--- src/rtl/uart_tx_slave_if.sv ---
// Bus-side slave interface of the UART transmitter: the decoder's din/addr/we/dout bank signals.
interface uart_tx_slave_if #(
   parameter int DW = 16,
   parameter int AW = 13
);
   logic [DW-1:0] din;
   logic [AW-1:0] addr;
   logic          we;
   logic [DW-1:0] dout;

   modport master (output din, output addr, output we, input dout);
   modport slave  (input din, input addr, input we, output dout);
endinterface

--- src/rtl/uart_tx_slave.sv ---
// Memory-mapped 8N1 UART transmitter with a small TX FIFO on the 16-bit data bus.
// Optional feature: define UART_TX_PARITY_EN to insert an even-parity bit before the stop bit.
module uart_tx_slave #(
   parameter int          DW      = 16,
   parameter int          AW      = 13,
   parameter int          FIFO_AW = 2,
   parameter logic [15:0] DIV_RST = 16'd433
) (
   input  logic           clk,
   input  logic           rst,
   uart_tx_slave_if.slave bus,
   output logic           uart_tx,
   output logic           tx_irq
);
   localparam int                 DEPTH     = 32'd1 << FIFO_AW;
   localparam logic [FIFO_AW:0]   DEPTH_CNT = (FIFO_AW+1)'(32'd1 << FIFO_AW);
   localparam logic [FIFO_AW:0]   CNT_ZERO  = (FIFO_AW+1)'(1'b0);
   localparam logic [FIFO_AW:0]   CNT_ONE   = (FIFO_AW+1)'(1'b1);
   localparam logic [FIFO_AW-1:0] PTR_ONE   = FIFO_AW'(1'b1);
`ifdef UART_TX_PARITY_EN
   localparam logic               PAR_EN    = 1'b1;
`else
   localparam logic               PAR_EN    = 1'b0;
`endif

   typedef enum logic [2:0] {
      S_IDLE   = 3'd0,
      S_START  = 3'd1,
      S_DATA   = 3'd2,
      S_PARITY = 3'd3,
      S_STOP   = 3'd4
   } state_t;

   function automatic logic even_parity(input logic [7:0] d);
      return ^d;
   endfunction

   logic [7:0]         mem_r [DEPTH];
   logic [FIFO_AW-1:0] wr_ptr_r, rd_ptr_r;
   logic [FIFO_AW:0]   count_r, count_s;
   logic               ovf_r;
   logic [15:0]        baud_div_r;
   logic [DW-1:0]      dout_r;
   state_t             state_r, state_s;
   logic [15:0]        baud_cnt_r, baud_cnt_s, div_q_r, div_q_s;
   logic [2:0]         bit_cnt_r, bit_cnt_s;
   logic [7:0]         shift_r, shift_s;
   logic               par_r, par_s, pop_s, tx_r, tx_s, irq_r, irq_s;
   logic [1:0]         sel_s;
   logic               push_req_s, push_ok_s, full_s, empty_s;
   logic [7:0]         count_byte_s;
   logic [15:0]        status_s;

   assign sel_s        = bus.addr[1:0];
   assign full_s       = (count_r == DEPTH_CNT);
   assign empty_s      = (count_r == CNT_ZERO);
   assign push_req_s   = bus.we && (sel_s == 2'd0);
   // Full is judged on the pre-edge count, so a same-cycle pop never frees room for a push.
   assign push_ok_s    = push_req_s && !full_s;
   assign count_byte_s = 8'(count_r);
   assign status_s     = {count_byte_s, 3'b000, PAR_EN, ovf_r, (state_r != S_IDLE), full_s, empty_s};
   assign bus.dout     = dout_r;
   assign uart_tx      = tx_r;
   assign tx_irq       = irq_r;

   // Frame sequencer: next state, bit timing and FIFO pop decision.
   always_comb begin
      state_s    = state_r;
      baud_cnt_s = baud_cnt_r;
      bit_cnt_s  = bit_cnt_r;
      shift_s    = shift_r;
      div_q_s    = div_q_r;
      par_s      = par_r;
      pop_s      = 1'b0;
      case (state_r)
         S_IDLE: begin
            if (!empty_s) begin
               pop_s   = 1'b1;
               state_s = S_START;
            end else begin
               state_s = S_IDLE;
            end
         end
         S_START: begin
            if (baud_cnt_r == div_q_r) begin
               state_s    = S_DATA;
               baud_cnt_s = 16'd0;
               bit_cnt_s  = 3'd0;
            end else begin
               baud_cnt_s = baud_cnt_r + 16'd1;
            end
         end
         S_DATA: begin
            if (baud_cnt_r == div_q_r) begin
               baud_cnt_s = 16'd0;
               if (bit_cnt_r == 3'd7) begin
                  state_s = PAR_EN ? S_PARITY : S_STOP;
               end else begin
                  bit_cnt_s = bit_cnt_r + 3'd1;
                  shift_s   = {1'b0, shift_r[7:1]};
               end
            end else begin
               baud_cnt_s = baud_cnt_r + 16'd1;
            end
         end
         S_PARITY: begin
            if (baud_cnt_r == div_q_r) begin
               state_s    = S_STOP;
               baud_cnt_s = 16'd0;
            end else begin
               baud_cnt_s = baud_cnt_r + 16'd1;
            end
         end
         S_STOP: begin
            if (baud_cnt_r == div_q_r) begin
               if (!empty_s) begin
                  pop_s   = 1'b1;
                  state_s = S_START;
               end else begin
                  state_s = S_IDLE;
               end
            end else begin
               baud_cnt_s = baud_cnt_r + 16'd1;
            end
         end
         default: begin
            state_s = S_IDLE;
         end
      endcase
      if (pop_s) begin
         shift_s    = mem_r[rd_ptr_r];
         par_s      = even_parity(mem_r[rd_ptr_r]);
         div_q_s    = baud_div_r;
         baud_cnt_s = 16'd0;
         bit_cnt_s  = 3'd0;
      end else begin
         par_s = par_r;
      end
   end

   // Next FIFO occupancy, line level and interrupt, derived from next state so outputs are registered.
   always_comb begin
      count_s = count_r;
      tx_s    = 1'b1;
      case ({push_ok_s, pop_s})
         2'b10:   count_s = count_r + CNT_ONE;
         2'b01:   count_s = count_r - CNT_ONE;
         default: count_s = count_r;
      endcase
      case (state_s)
         S_IDLE:   tx_s = 1'b1;
         S_START:  tx_s = 1'b0;
         S_DATA:   tx_s = shift_s[0];
         S_PARITY: tx_s = par_s;
         S_STOP:   tx_s = 1'b1;
         default:  tx_s = 1'b1;
      endcase
      irq_s = (state_s == S_IDLE) && (count_s == CNT_ZERO);
   end

   // Sequencer state and serial outputs.
   always_ff @(posedge clk) begin
      if (rst) begin
         state_r    <= S_IDLE;
         baud_cnt_r <= 16'd0;
         bit_cnt_r  <= 3'd0;
         shift_r    <= 8'd0;
         div_q_r    <= 16'd0;
         par_r      <= 1'b0;
         tx_r       <= 1'b1;
         irq_r      <= 1'b1;
      end else begin
         state_r    <= state_s;
         baud_cnt_r <= baud_cnt_s;
         bit_cnt_r  <= bit_cnt_s;
         shift_r    <= shift_s;
         div_q_r    <= div_q_s;
         par_r      <= par_s;
         tx_r       <= tx_s;
         irq_r      <= irq_s;
      end
   end

   // FIFO storage; contents need no reset because occupancy is tracked separately.
   always_ff @(posedge clk) begin
      if (push_ok_s) begin
         mem_r[wr_ptr_r] <= bus.din[7:0];
      end
   end

   // FIFO pointers, occupancy and sticky overflow flag.
   always_ff @(posedge clk) begin
      if (rst) begin
         wr_ptr_r <= '0;
         rd_ptr_r <= '0;
         count_r  <= CNT_ZERO;
         ovf_r    <= 1'b0;
      end else begin
         if (push_ok_s) wr_ptr_r <= wr_ptr_r + PTR_ONE;
         if (pop_s)     rd_ptr_r <= rd_ptr_r + PTR_ONE;
         count_r <= count_s;
         if (push_req_s && full_s) begin
            ovf_r <= 1'b1;
         end else if (bus.we && (sel_s == 2'd1) && bus.din[3]) begin
            ovf_r <= 1'b0;
         end
      end
   end

   // Baud divisor register; a running frame keeps its latched copy in div_q_r.
   always_ff @(posedge clk) begin
      if (rst) begin
         baud_div_r <= DIV_RST;
      end else if (bus.we && (sel_s == 2'd2)) begin
         baud_div_r <= bus.din;
      end
   end

   // Registered read port; writes also refresh dout with the addressed register's old value.
   always_ff @(posedge clk) begin
      if (rst) begin
         dout_r <= 16'h0000;
      end else begin
         case (sel_s)
            2'd1:    dout_r <= status_s;
            2'd2:    dout_r <= baud_div_r;
            default: dout_r <= 16'h0000;
         endcase
      end
   end
endmodule

--- src/flat_wrapper.sv ---
// flat-port wrapper written by rule: the top's interface ports become plain ports
module uart_tx_slave_flat 
#(
   parameter int          DW      = 16,
   parameter int          AW      = 13,
   parameter int          FIFO_AW = 2,
   parameter logic [15:0] DIV_RST = 16'd433
)
  (clk, rst, uart_tx, tx_irq, bus_din, bus_addr, bus_we, bus_dout);
  uart_tx_slave_if #(.DW(DW), .AW(AW)) bus_i ();
  input  logic clk;
  input  logic rst;
  output logic uart_tx;
  output logic tx_irq;
  input wire logic [$bits(bus_i.din)-1:0] bus_din;
  input wire logic [$bits(bus_i.addr)-1:0] bus_addr;
  input wire logic [$bits(bus_i.we)-1:0] bus_we;
  output wire logic [$bits(bus_i.dout)-1:0] bus_dout;
  assign bus_i.din = bus_din;
  assign bus_i.addr = bus_addr;
  assign bus_i.we = bus_we;
  assign bus_dout = bus_i.dout;
  uart_tx_slave #(.DW(DW), .AW(AW), .FIFO_AW(FIFO_AW), .DIV_RST(DIV_RST)) u_core (.clk(clk), .rst(rst), .bus(bus_i), .uart_tx(uart_tx), .tx_irq(tx_irq));
endmodule
--- config.mk ---
export PLATFORM = sky130hd
export DESIGN_NAME = uart_tx_slave_flat
export DESIGN_NICKNAME = d
export VERILOG_FILES = /design/src/rtl/uart_tx_slave_if.sv /design/src/rtl/uart_tx_slave.sv /design/src/flat_wrapper.sv
export SDC_FILE = /design/constraint.sdc
export NUM_CORES = 1
export LEC_CHECK = 0
export BUFFER_PORTS_ARGS = -buffer_cell sky130_fd_sc_hd__buf_2
export CORE_MARGIN = 1.5
export CORE_UTILIZATION = 55
export DETAILED_ROUTE_END_ITERATION = 12
export PLACE_DENSITY = 0.85
export SYNTH_ARGS = -nofsm -noshare
export SYNTH_HDL_FRONTEND = slang
export SYNTH_SLANG_ARGS = --single-unit
--- constraint.sdc ---
create_clock -name clk -period 3.64 [get_ports clk]
set_input_delay 0 -clock clk [delete_from_list [all_inputs] [get_ports clk]]
set_output_delay 0 -clock clk [all_outputs]
set_load 0.05 [all_outputs]
After elaboration in Yosys (flattened, before gate mapping) --
Memories as Yosys holds them, arrays and structs flattened. A register that Yosys moved wholly into a read port is not among the register bits. Cells that the tools add are included.
Word-level totals: register bits after elaboration 89, bits of input ports 32, RAM bits 32, output and inout bits 18, memories kept 1, logic and storage cells 97
Memories:
- u_core.mem_r | depth 4, bits a word 8, read ports 1, clocked after Yosys merged registers in 1, wr ports 1, RTL line uart_tx_slave.sv:38 | logic [7:0] mem_r [DEPTH];
Cells by class: add/subtract/negate cells 6, reduce and logical (&&, ||, !) cells 25, eq/ne operators 19, multiplexer cells 31
Operators by type and width (number):
- one-hot mux 16 bit (2 select lines) | 2
- 2-to-1 mux 16 bit | 2
- 2-to-1 mux 8 bit | 4
- 2-to-1 mux 3 bit | 8
- adder 16 x 1 -> 16 bit, second input constant | 1
- equality test 16 bit | 1
- one-hot mux 3 bit (5 select lines) | 1
- equality test 3 x 2 -> 1 bit, second input constant | 4
- zero test 3 bit | 4
- one-hot mux 3 bit (2 select lines) | 2
- nonzero test 2 bit | 5
- equality test 3 bit, second input constant | 3
- 2-to-1 mux 1 bit | 8
- parity 8 bit | 1
- logical AND 1 bit | 7
- adder 3 x 1 -> 3 bit, second input constant | 2
- equality test 3 x 1 -> 1 bit, second input constant | 2
- != test 2 x 1 -> 1 bit, second input constant | 3
- adder 2 x 1 -> 2 bit, second input constant | 2
- equality test 2 x 1 -> 1 bit, second input constant | 2
- equality test 2 bit, second input constant | 2
- 2-to-1 mux 2 bit | 2
- != test 2 bit, second input constant | 2
- AND reduction 4 bit | 1
- 10 further kinds | 10

Depth between registers and ports, before layout --
Gate-level depths: netlist of run 1.
depth after elaboration 8, depth in mapped cells 16, depth with buffers taken out 13

Least setup slack after synthesis of run 1 --
No wires, ideal clock.
path type reg2reg, start point register u_core.baud_cnt_r[2], end point register u_core.irq_r (netlist: u_core.tx_irq), arrival time 2.932 ns, required time 3.524 ns, stages on the path, launching flop included 17, period minus slack after synthesis 3.048 ns, setup slack 0.592 ns, buffers on the path 3, library setup time 0.116 ns, path through dfxtp_1 -> clkbuf_1 -> xor2_1 -> nor4_1 -> nand4_1 -> a21o_1 -> clkinv_2 -> buf_6 -> buf_2 -> ha_1 -> inv_1 -> fa_1 -> nor2b_1 -> and2_1 -> a22oi_1 -> o22ai_1 -> a41o_1
On the way: cells in the longest elaborated chain, start to end 7, elaborated cells between the ends (all ways) 14, those cells by class eq/ne: 3; mux: 8; reduce/logical: 3
Ends and longest elaborated chain:
- start: declaration | RTL line uart_tx_slave.sv:45 | logic [15:0] baud_cnt_r, baud_cnt_s, div_q_r, div_q_s;
- start signal: assignment | RTL line uart_tx_slave.sv:174 | baud_cnt_r <= baud_cnt_s;
- equality test 16 bit (*) | RTL line uart_tx_slave.sv:115 | if (baud_cnt_r == div_q_r) begin
- 2-to-1 mux 1 bit (*) | RTL line uart_tx_slave.sv:115
- one-hot mux 1 bit (2 select lines) (*) | RTL line uart_tx_slave.sv:75 | case (state_r)
- net u_core.pop_s | RTL line uart_tx_slave.sv:48 | logic par_r, par_s, pop_s, tx_r, tx_s, irq_r, irq_s;
- equality test 2 x 1 -> 1 bit / equality test 2 bit (equally long branches) | RTL line uart_tx_slave.sv:145 | case ({push_ok_s, pop_s})
- one-hot mux 3 bit (2 select lines) (*) | RTL line uart_tx_slave.sv:145
- zero test 3 bit (*) | RTL line uart_tx_slave.sv:158 | irq_s = (state_s == S_IDLE) && (count_s == CNT_ZERO);
- logical AND 1 bit (*) | RTL line uart_tx_slave.sv:158
- end signal: assignment | RTL line uart_tx_slave.sv:180 | irq_r <= irq_s;
- end: declaration | RTL line uart_tx_slave.sv:48
Mark *: on every way through the listed nets, which the timed path passes. The rest lies on a longest branch. A chain may end at the register's enable or synchronous reset.

Worst setup path after layout of run 1 --
start point register u_core.baud_cnt_r[11], end point register u_core.irq_r (netlist: u_core.tx_irq)
On the way: cells in the longest elaborated chain, start to end 7, elaborated cells between the ends (all ways) 14, those cells by class eq/ne: 3; mux: 8; reduce/logical: 3
Ends and longest elaborated chain (RTL line):
- equality test 16 bit (*)
- 2-to-1 mux 1 bit | uart_tx_slave.sv:115
- one-hot mux 1 bit (2 select lines) | uart_tx_slave.sv:75
- equality test 2 x 1 -> 1 bit / equality test 2 bit (equally long branches) | uart_tx_slave.sv:145
- one-hot mux 3 bit (2 select lines) | uart_tx_slave.sv:145
- zero test 3 bit | uart_tx_slave.sv:158
- logical AND 1 bit (*) | uart_tx_slave.sv:158
Mark *: on every way between the ends. The rest lies on a longest branch, timed or not.

==> results of run 1 <==
==> cell type report <==
cell class	instances	area, sq um	area share
inverter	13	50.05	0.008203
timing repair buffer	61	407.9	0.06686
clock inverter	14	180.2	0.02953
tap	108	135.1	0.02215
sequential	123	2783	0.4561
multi-input combinational	327	2106	0.3452
clock buffer	18	439.2	0.07199
==> placed cells by master (no fill, tap or decap), types with 5 or more instances in the layout <==
cell,synthesis,routed
nand3b_1,6,6
xor2_1,22,22
nor4_1,6,6
mux2i_1,8,8
a22oi_1,12,12
nor3_1,11,11
a21oi_1,38,38
ha_1,11,11
inv_6,0,5
a211oi_1,6,6
inv_1,12,12
nor2_1,41,41
dlygate4sd3_1,0,18
dfxtp_1,91,91
buf_4,1,5
and2_1,15,15
xnor2_1,18,18
clkbuf_16,0,17
edfxtp_1,32,32
mux4_2,8,8
buf_2,4,38
nand2_1,84,84
==> logic make-up after synthesis <==
| kind of cell | after synthesis | share of synthesized area |
|---|---|---|
| and+or+nand+nor | 188 | 0.1737 |
| DFF | 123 | 0.5456 |
| AOI/OAI and AO/OA | 70 | 0.08538 |
| xor gates and xnor gates | 41 | 0.07188 |
| buffers and inverters | 40 | 0.04146 |
| muxes | 16 | 0.05103 |
| adders and majority gates | 12 | 0.03091 |
==> critical path: stages (launching register included) <==
cell and delay, ns:
dfxtp_1 0.37, xor2_1 0.20, nor4_1 0.30, nand4_1 0.16
a21o_1 0.25, clkinv_2 0.06, ha_1 0.17, inv_1 0.06
fa_1 0.49, nor2b_1 0.21, and2_1 0.19, nand2_1 0.08
o22ai_1 0.37, a41o_1 0.24
==> timing repair <==
| action | in CTS | in global routing |
|---|---|---|
| buffers inserted | 0 | 0 |
| hold buffers | 18 | 0 |
| hold endpoints to repair | 54 | 0 |
==> stage by stage <==
step | std cells | power (uW) | hold WS, ns
final | 664 | 4533 | 0.01365
after global routing | 664 | 4722 | 0.04653
after floorplan | 490 | 2551 | 0.09887
after global placement | 614 | 2701 | 0.2179
after CTS | 664 | 4517 | 0.005431
after detailed placement | 614 | 2743 | 0.2313
==> worst max-delay path by stage <==
stage                                             startpoint                  endpoint  cells after the start
after floorplan            u_core.baud_cnt_r[2]$_SDFFE_PP0P_  u_core.tx_irq$_SDFF_PP1_                     16
after global placement    u_core.baud_cnt_r[14]$_SDFFE_PP0P_  u_core.tx_irq$_SDFF_PP1_                     13
after detailed placement  u_core.baud_cnt_r[14]$_SDFFE_PP0P_  u_core.tx_irq$_SDFF_PP1_                     13
after CTS                 u_core.baud_cnt_r[11]$_SDFFE_PP0P_  u_core.tx_irq$_SDFF_PP1_                     13
after global routing       u_core.baud_cnt_r[3]$_SDFFE_PP0P_  u_core.tx_irq$_SDFF_PP1_                     13
final                     u_core.baud_cnt_r[11]$_SDFFE_PP0P_  u_core.tx_irq$_SDFF_PP1_                     13
==> cell usage after synthesis (all sizes together) (2+ instances only) <==
library cell	instances	area, sq um
nand4b	2	17.52
nor2	41	153.9
edfxtp	32	960.9
nand3b	6	45.04
inv	12	45.04
o21ai	3	15.01
nor2b	3	18.77
a22oi	12	90.09
or3	4	25.02
and3	4	25.02
nand4	2	12.51
a21oi	39	198.9
dfxtp	91	1822
nor4	6	37.54
ha	11	137.6
mux2i	8	80.08
mux4	8	180.2
a211oi	6	45.04
nor4b	4	50.05
clkbuf	18	88.83
nand3	2	10.01
nor3	11	55.05
nand2	84	315.3
and2	15	93.84
xnor2	19	173.9
xor2	22	192.7
buf	9	72.57
nand2b	2	12.51
==> state kept, by name, summed over array words and instances (netlist names), named ones only <==
name / count
u_core.baud_div_r: 16
u_core.uart_tx: 1
u_core.div_q_r: 16
u_core.par_r: 1
u_core.bus.dout: 16
u_core.baud_cnt_r: 16
u_core.wr_ptr_r: 2
u_core.state_r: 3
u_core.bit_cnt_r: 3
u_core.ovf_r: 1
u_core.count_r: 3
u_core.rd_ptr_r: 2
u_core.tx_irq: 1
u_core.mem_r: 32
u_core.shift_r: 8
==> power groups by stage <==
stage                     combinational [uW]  clock (uW)  sequential [uW]
after floorplan                          872           0             1680
after global placement                  1030           0             1670
after detailed placement                1070           0             1680
after CTS                               1110        1760             1650
after global routing                    1220        1830             1670
final                                   1120        1750             1650
==> per-layer routing <==
layer	track usage	share of wire	up-vias
li1	-	-	1788
met1	0.3082	0.41	1852
met2	0.3999	0.48	189
met3	0.06817	0.076	36
met4	0.1181	0.031	0
met5	0	0	-
==> results.json, run 1 <==
{
  "slew_violations": 0,
  "final_hold_viol_count": 0,
  "seqPwrFrac": 0.365,
  "crit_fanout": 4,
  "reg2reg_from": "u_core.baud_cnt_r[11]$_SDFFE_PP0P_",
  "min_period_ns": 3.223,
  "ant_nets": 0,
  "rsz0062_at_grt": "no",
  "clkSinkCount": 123,
  "cts_resized": 0,
  "setup_viol": 0,
  "via_per_inst": 5.821,
  "insertion_delay_ns": 0.51,
  "synthFlopType": "dfxtp_1",
  "worst_r2r_path_depth": 13,
  "clkTransAtPathRegs_ns": 0.06,
  "cap_violations": 0,
  "first_iter_violations": 315,
  "ys_seq_area_frac": 0.5456,
  "endpoint_kind": "flip-flop",
  "synth_fp_nets": 534,
  "relSlewSlack": 0.5604,
  "fin_skew_ns": 0.006693,
  "drc": 0,
  "min_from": "bus_addr[1]",
  "fin_area_sq_mm": 0.006101,
  "drive_gt1_frac": 0.1601,
  "io_pins": 50,
  "p_comb_frac": 0.248,
  "dieArea_sq_mm": 0.009860,
  "clkPwrFrac": 0.387,
  "area_growth_pct": 19.63,
  "tns_ns": 0,
  "fmax_ghz": 0.3103,
  "grt_pass1_vias": 3752,
  "total_leakage_power_uw": 0.002377,
  "synth_warnings": 0,
  "arrival_ns": 3.67,
  "pre_cts_slack_ns": 0.6395,
  "cp-start-kind": "flip-flop",
  "run_status": "completed",
  "die_w_um": 99.30,
  "hold_path.class": "in2reg",
  "syn_inst": 490,
  "gp_congestion": 0.8381,
  "syn_area_sq_mm": 0.005100,
  "grt_max_degree": 37,
  "p_sw_uw": 1460,
  "synthArstFlopShare": 0,
  "cts_root_buffer": "clkbuf_8",
  "antenna_found_initial": 0,
  "rows": 34,
  "start_util": 0.5764,
  "h-tree-depth": 4,
  "wire_per_inst_um": 17.53,
  "port_buffers": 38,
  "grt_overflow": 0,
  "setup_slack_ns": 0.4174,
  "reg2reg_slack_ns": 0.42,
  "grt_pass1_wl_mm": 18.75,
  "via_count": 3865,
  "peakVddDrop_mv": 0.5309,
  "firstDrtPassIters": 6,
  "fillCellCount": 573,
  "min_path_cells": 5,
  "fin_util": 0.6895,
  "dp_hpwl_mm": 6.988,
  "internal_power_uw": 3073,
  "clk_path_buf_depth": 2,
  "worst_pin_slew_ns": 0.6594,
  "fp.coreArea_sq_mm": 0.008848,
  "ys_seq_elements": 123,
  "min_period_over_period": 0.8853,
  "wirelength_mm": 11.64,
  "synth-edff-count": 32,
  "die_y_um": 99.30,
  "swShare": 0.3221,
  "p_per_area_mw_per_mm2": 743.0,
  "grt.total_usage": 0.2471,
  "timing.rr.end": "u_core.tx_irq$_SDFF_PP1_",
  "hold_path_end": "u_core.ovf_r$_SDFFE_PP0P_",
  "cts_tree": "built",
  "avgSynthCellArea_sq_um": 10.41,
  "antenna_cells": 0,
  "synth_cell_types": 50,
  "critical_path_required_ns": 4.09,
  "place_area_sq_mm": 0.005301,
  "nets": 587,
  "critPathKind": "reg2reg",
  "numCtsBuffers": 17
}
Note: power is estimated with default switching activity, not from simulation.
==> run 2: changes to the inputs <==
Settings changed: ABC_AREA set to 1.
==> run 2 against run 1 <==
Sequential share of layout area shrank 4.1 points; core utilization shrank 0.62 points; critical path depth grew 6; clock-buffer cell count grew 6; combinational power grew 24%; register-to-register slack gained 0.38 ns; clock skew grew 0.0041 ns; global-route usage grew 1.3 points; synthesized cell count grew 52%; cell area grew 10%.
==> results.json, run 2 <==
{
  "critPathKind": "reg2reg",
  "synth_cell_types": 37,
  "synth_warnings": 0,
  "largest_register_ffs": 32,
  "wirelength_mm": 13.35,
  "layout_commonest_cell": "nand2_1",
  "antenna_found_initial": 0,
  "ys_seq_area_frac": 0.4953,
  "run_status": "completed",
  "reg2reg_from": "u_core.baud_cnt_r[8]$_SDFFE_PP0P_",
  "avgSynthCellArea_sq_um": 7.561,
  "final_hold_viol_count": 0,
  "ys_seq_elements": 123,
  "cts_setup_buffers": 0,
  "power_uw": 4920,
  "cts_root_buffer": "clkbuf_8",
  "crit_chain": "inv_2 -> nand2_1 -> nand2_1 -> nor2_1 -> nand2_1 -> nor2_4 -> nand4_1 -> nand2_1 -> ha_1 -> inv_1 -> fa_1 -> a21oi_1 -> o21ai_0 -> xor2_1 -> inv_1 -> nand3_1 -> nor2_1 -> nand2_1 -> nand2_1",
  "hold_path.class": "in2reg",
  "nets": 840,
  "drc": 0,
  "gp_congestion": 0.8836,
  "cts_tree": "built",
  "syn_area_sq_mm": 0.005618,
  "h-tree-depth": 4,
  "ant_nets": 0,
  "final_cell_mix": "nand2_1 (230), dfxtp_1 (91), inv_1 (76)",
  "min_path_cells": 4,
  "die_w_um": 104.1,
  "via_count": 5168,
  "pre_cts_slack_ns": 0.9418,
  "dieArea_sq_mm": 0.01083,
  "largest_register": "u_core.mem_r",
  "slew_violations": 0,
  "clk_path_buf_depth": 2,
  "netlist.area_leader.share": 0.3243,
  "tns_ns": 0,
  "fin_skew_ns": 0.01081,
  "grt_max_degree": 36,
  "grt_pass1_vias": 5136,
  "worst_r2r_path_depth": 19,
  "synth_fp_nets": 787,
  "reg2reg_slack_ns": 0.79,
  "whs_ns": 0.09502,
  "rsz0062_at_grt": "no",
  "syn_inst": 743,
  "synthFlopType": "dfxtp_1",
  "crit_path_top_delay_cell": "dfxtp_1",
  "timing.rr.end": "u_core.tx_irq$_SDFF_PP1_",
  "dp_hpwl_mm": 8.682,
  "grt.total_usage": 0.2598,
  "min_from": "bus_addr[0]",
  "grt_pass1_wl_mm": 22.60,
  "total_leakage_power_uw": 0.002941,
  "start_util": 0.5721,
  "insertion_delay_ns": 0.53,
  "numCtsBuffers": 17,
  "synthArstFlopShare": 0,
  "critical_path_required_ns": 4.11,
  "yosys-top-cells-count": "nand2_1 (230), dfxtp_1 (91), inv_1 (76), nor2_1 (66), a21oi_1 (54)",
  "wire_per_inst_um": 14.17,
  "ys_top_cells_by_area": "dfxtp_1 (32%), edfxtp_1 (17%), nand2_1 (15%)",
  "cap_violations": 0,
  "p_per_area_mw_per_mm2": 733.3,
  "synth_most_common_cell": "nand2_1",
  "crit_top_cell": "nand2_1",
  "hold_path_end": "u_core.bus.dout[10]$_SDFF_PP0_",
  "io_pins": 50,
  "min_period_ns": 2.847,
  "port_buffers": 38,
  "peakVddDrop_mv": 0.5365,
  "yosysTopAreaCell": "dfxtp_1",
  "via_per_inst": 5.486,
  "fp.coreArea_sq_mm": 0.009819,
  "grt_overflow": 0,
  "area_growth_pct": 19.42,
  "synth-edff-count": 32,
  "arrival_ns": 3.32,
  "clkSinkCount": 123,
  "setup_viol": 0,
  "first_iter_violations": 351,
  "cpPeakStageDelay_ns": 0.47,
  "cp-start-kind": "flip-flop",
  "fin_util": 0.6832,
  "min_period_over_period": 0.7821,
  "setup_slack_ns": 0.7930,
  "firstDrtPassIters": 5,
  "clkTransAtPathRegs_ns": 0.06,
  "cts_resized": 0,
  "endpoint_kind": "flip-flop",
  "drive_gt1_frac": 0.1063,
  "crit_fanout": 7,
  "relSlewSlack": 0.4471,
  "die_y_um": 104.1,
  "antenna_cells": 0,
  "worst_pin_slew_ns": 0.8263,
  "fmax_ghz": 0.3512,
  "rows": 36
}
[run 2: power breakdown]
part / internal (uW) / leakage [uW] / switching, uW / total [uW]
clock: 1280 / 0.000317 / 569 / 1850
combinational: 410 / 0.00159 / 980 / 1390
sequential: 1560 / 0.00103 / 112 / 1680
[run 2: cell type report]
type / count / area [sq um]
Clock inverter: 8 / 190.2
Sequential cell: 123 / 2783
Clock buffer: 24 / 460.4
Tap cell: 133 / 166.4
Timing Repair Buffer: 61 / 412.9
Inverter: 83 / 311.5
Multi-Input combinational cell: 510 / 2385
Fill cell: 786 / 3110
[run 2: through the flow]
stage,instances,area [sq um]
6_report,942,6709
5_1_grt,942,6709
4_1_cts,942,6709
3_5_place_dp,890,5858
3_3_place_gp,890,5858
2_1_floorplan,743,5618
[run 2: timing repair]
item / 4_1_cts / 5_1_grt
endpoints found under the setup margin: 0 / 0
endpoints found under the hold margin: 53 / 0
hold buffers: 20 / 0
[run 2: how the worst max path moves through the flow]
stage / startpoint / to / slack [ns] / depth (start not counted)
after global routing: u_core.baud_cnt_r[6]$_SDFFE_PP0P_ / u_core.tx_irq$_SDFF_PP1_ / 0.55 / 19
after floorplan: u_core.baud_cnt_r[8]$_SDFFE_PP0P_ / u_core.tx_irq$_SDFF_PP1_ / 1.09 / 20
after global placement: u_core.baud_cnt_r[8]$_SDFFE_PP0P_ / u_core.tx_irq$_SDFF_PP1_ / 1.01 / 19
after CTS: u_core.baud_cnt_r[8]$_SDFFE_PP0P_ / u_core.tx_irq$_SDFF_PP1_ / 0.84 / 19
final: u_core.baud_cnt_r[8]$_SDFFE_PP0P_ / u_core.tx_irq$_SDFF_PP1_ / 0.79 / 19
after detailed placement: u_core.baud_cnt_r[8]$_SDFFE_PP0P_ / u_core.tx_irq$_SDFF_PP1_ / 0.94 / 19
[run 2: critical path: cells and delay by family, from the launching register on]
family | cells | cell delay, ns
adders and majority gates | 2 | 0.54
buffers and inverters | 3 | 0.22
and+or+nand+nor | 11 | 1.13
xor gates and xnor gates | 1 | 0.15
AOI/OAI and AO/OA | 2 | 0.27
DFF | 1 | 0.47
[run 2: logic make-up (layout without fill, tap and decap cells)]
kind of cell               count (synthesis)  in the layout  synth area share
AOI/OAI and AO/OA                        114            114            0.1058
xor gates and xnor gates                   4              4          0.006235
adders and majority gates                 12             12           0.02806
buffers and inverters                    110            176           0.08018
DFF                                      123            123            0.4953
and+or+nand+nor                          380            380            0.2844
[run 2: metal layers]
layer,track usage,part of all wire
met1,0.3074,0.40
met2,0.4437,0.49
met3,0.06454,0.070
met4,0.1200,0.033
met5,0,0
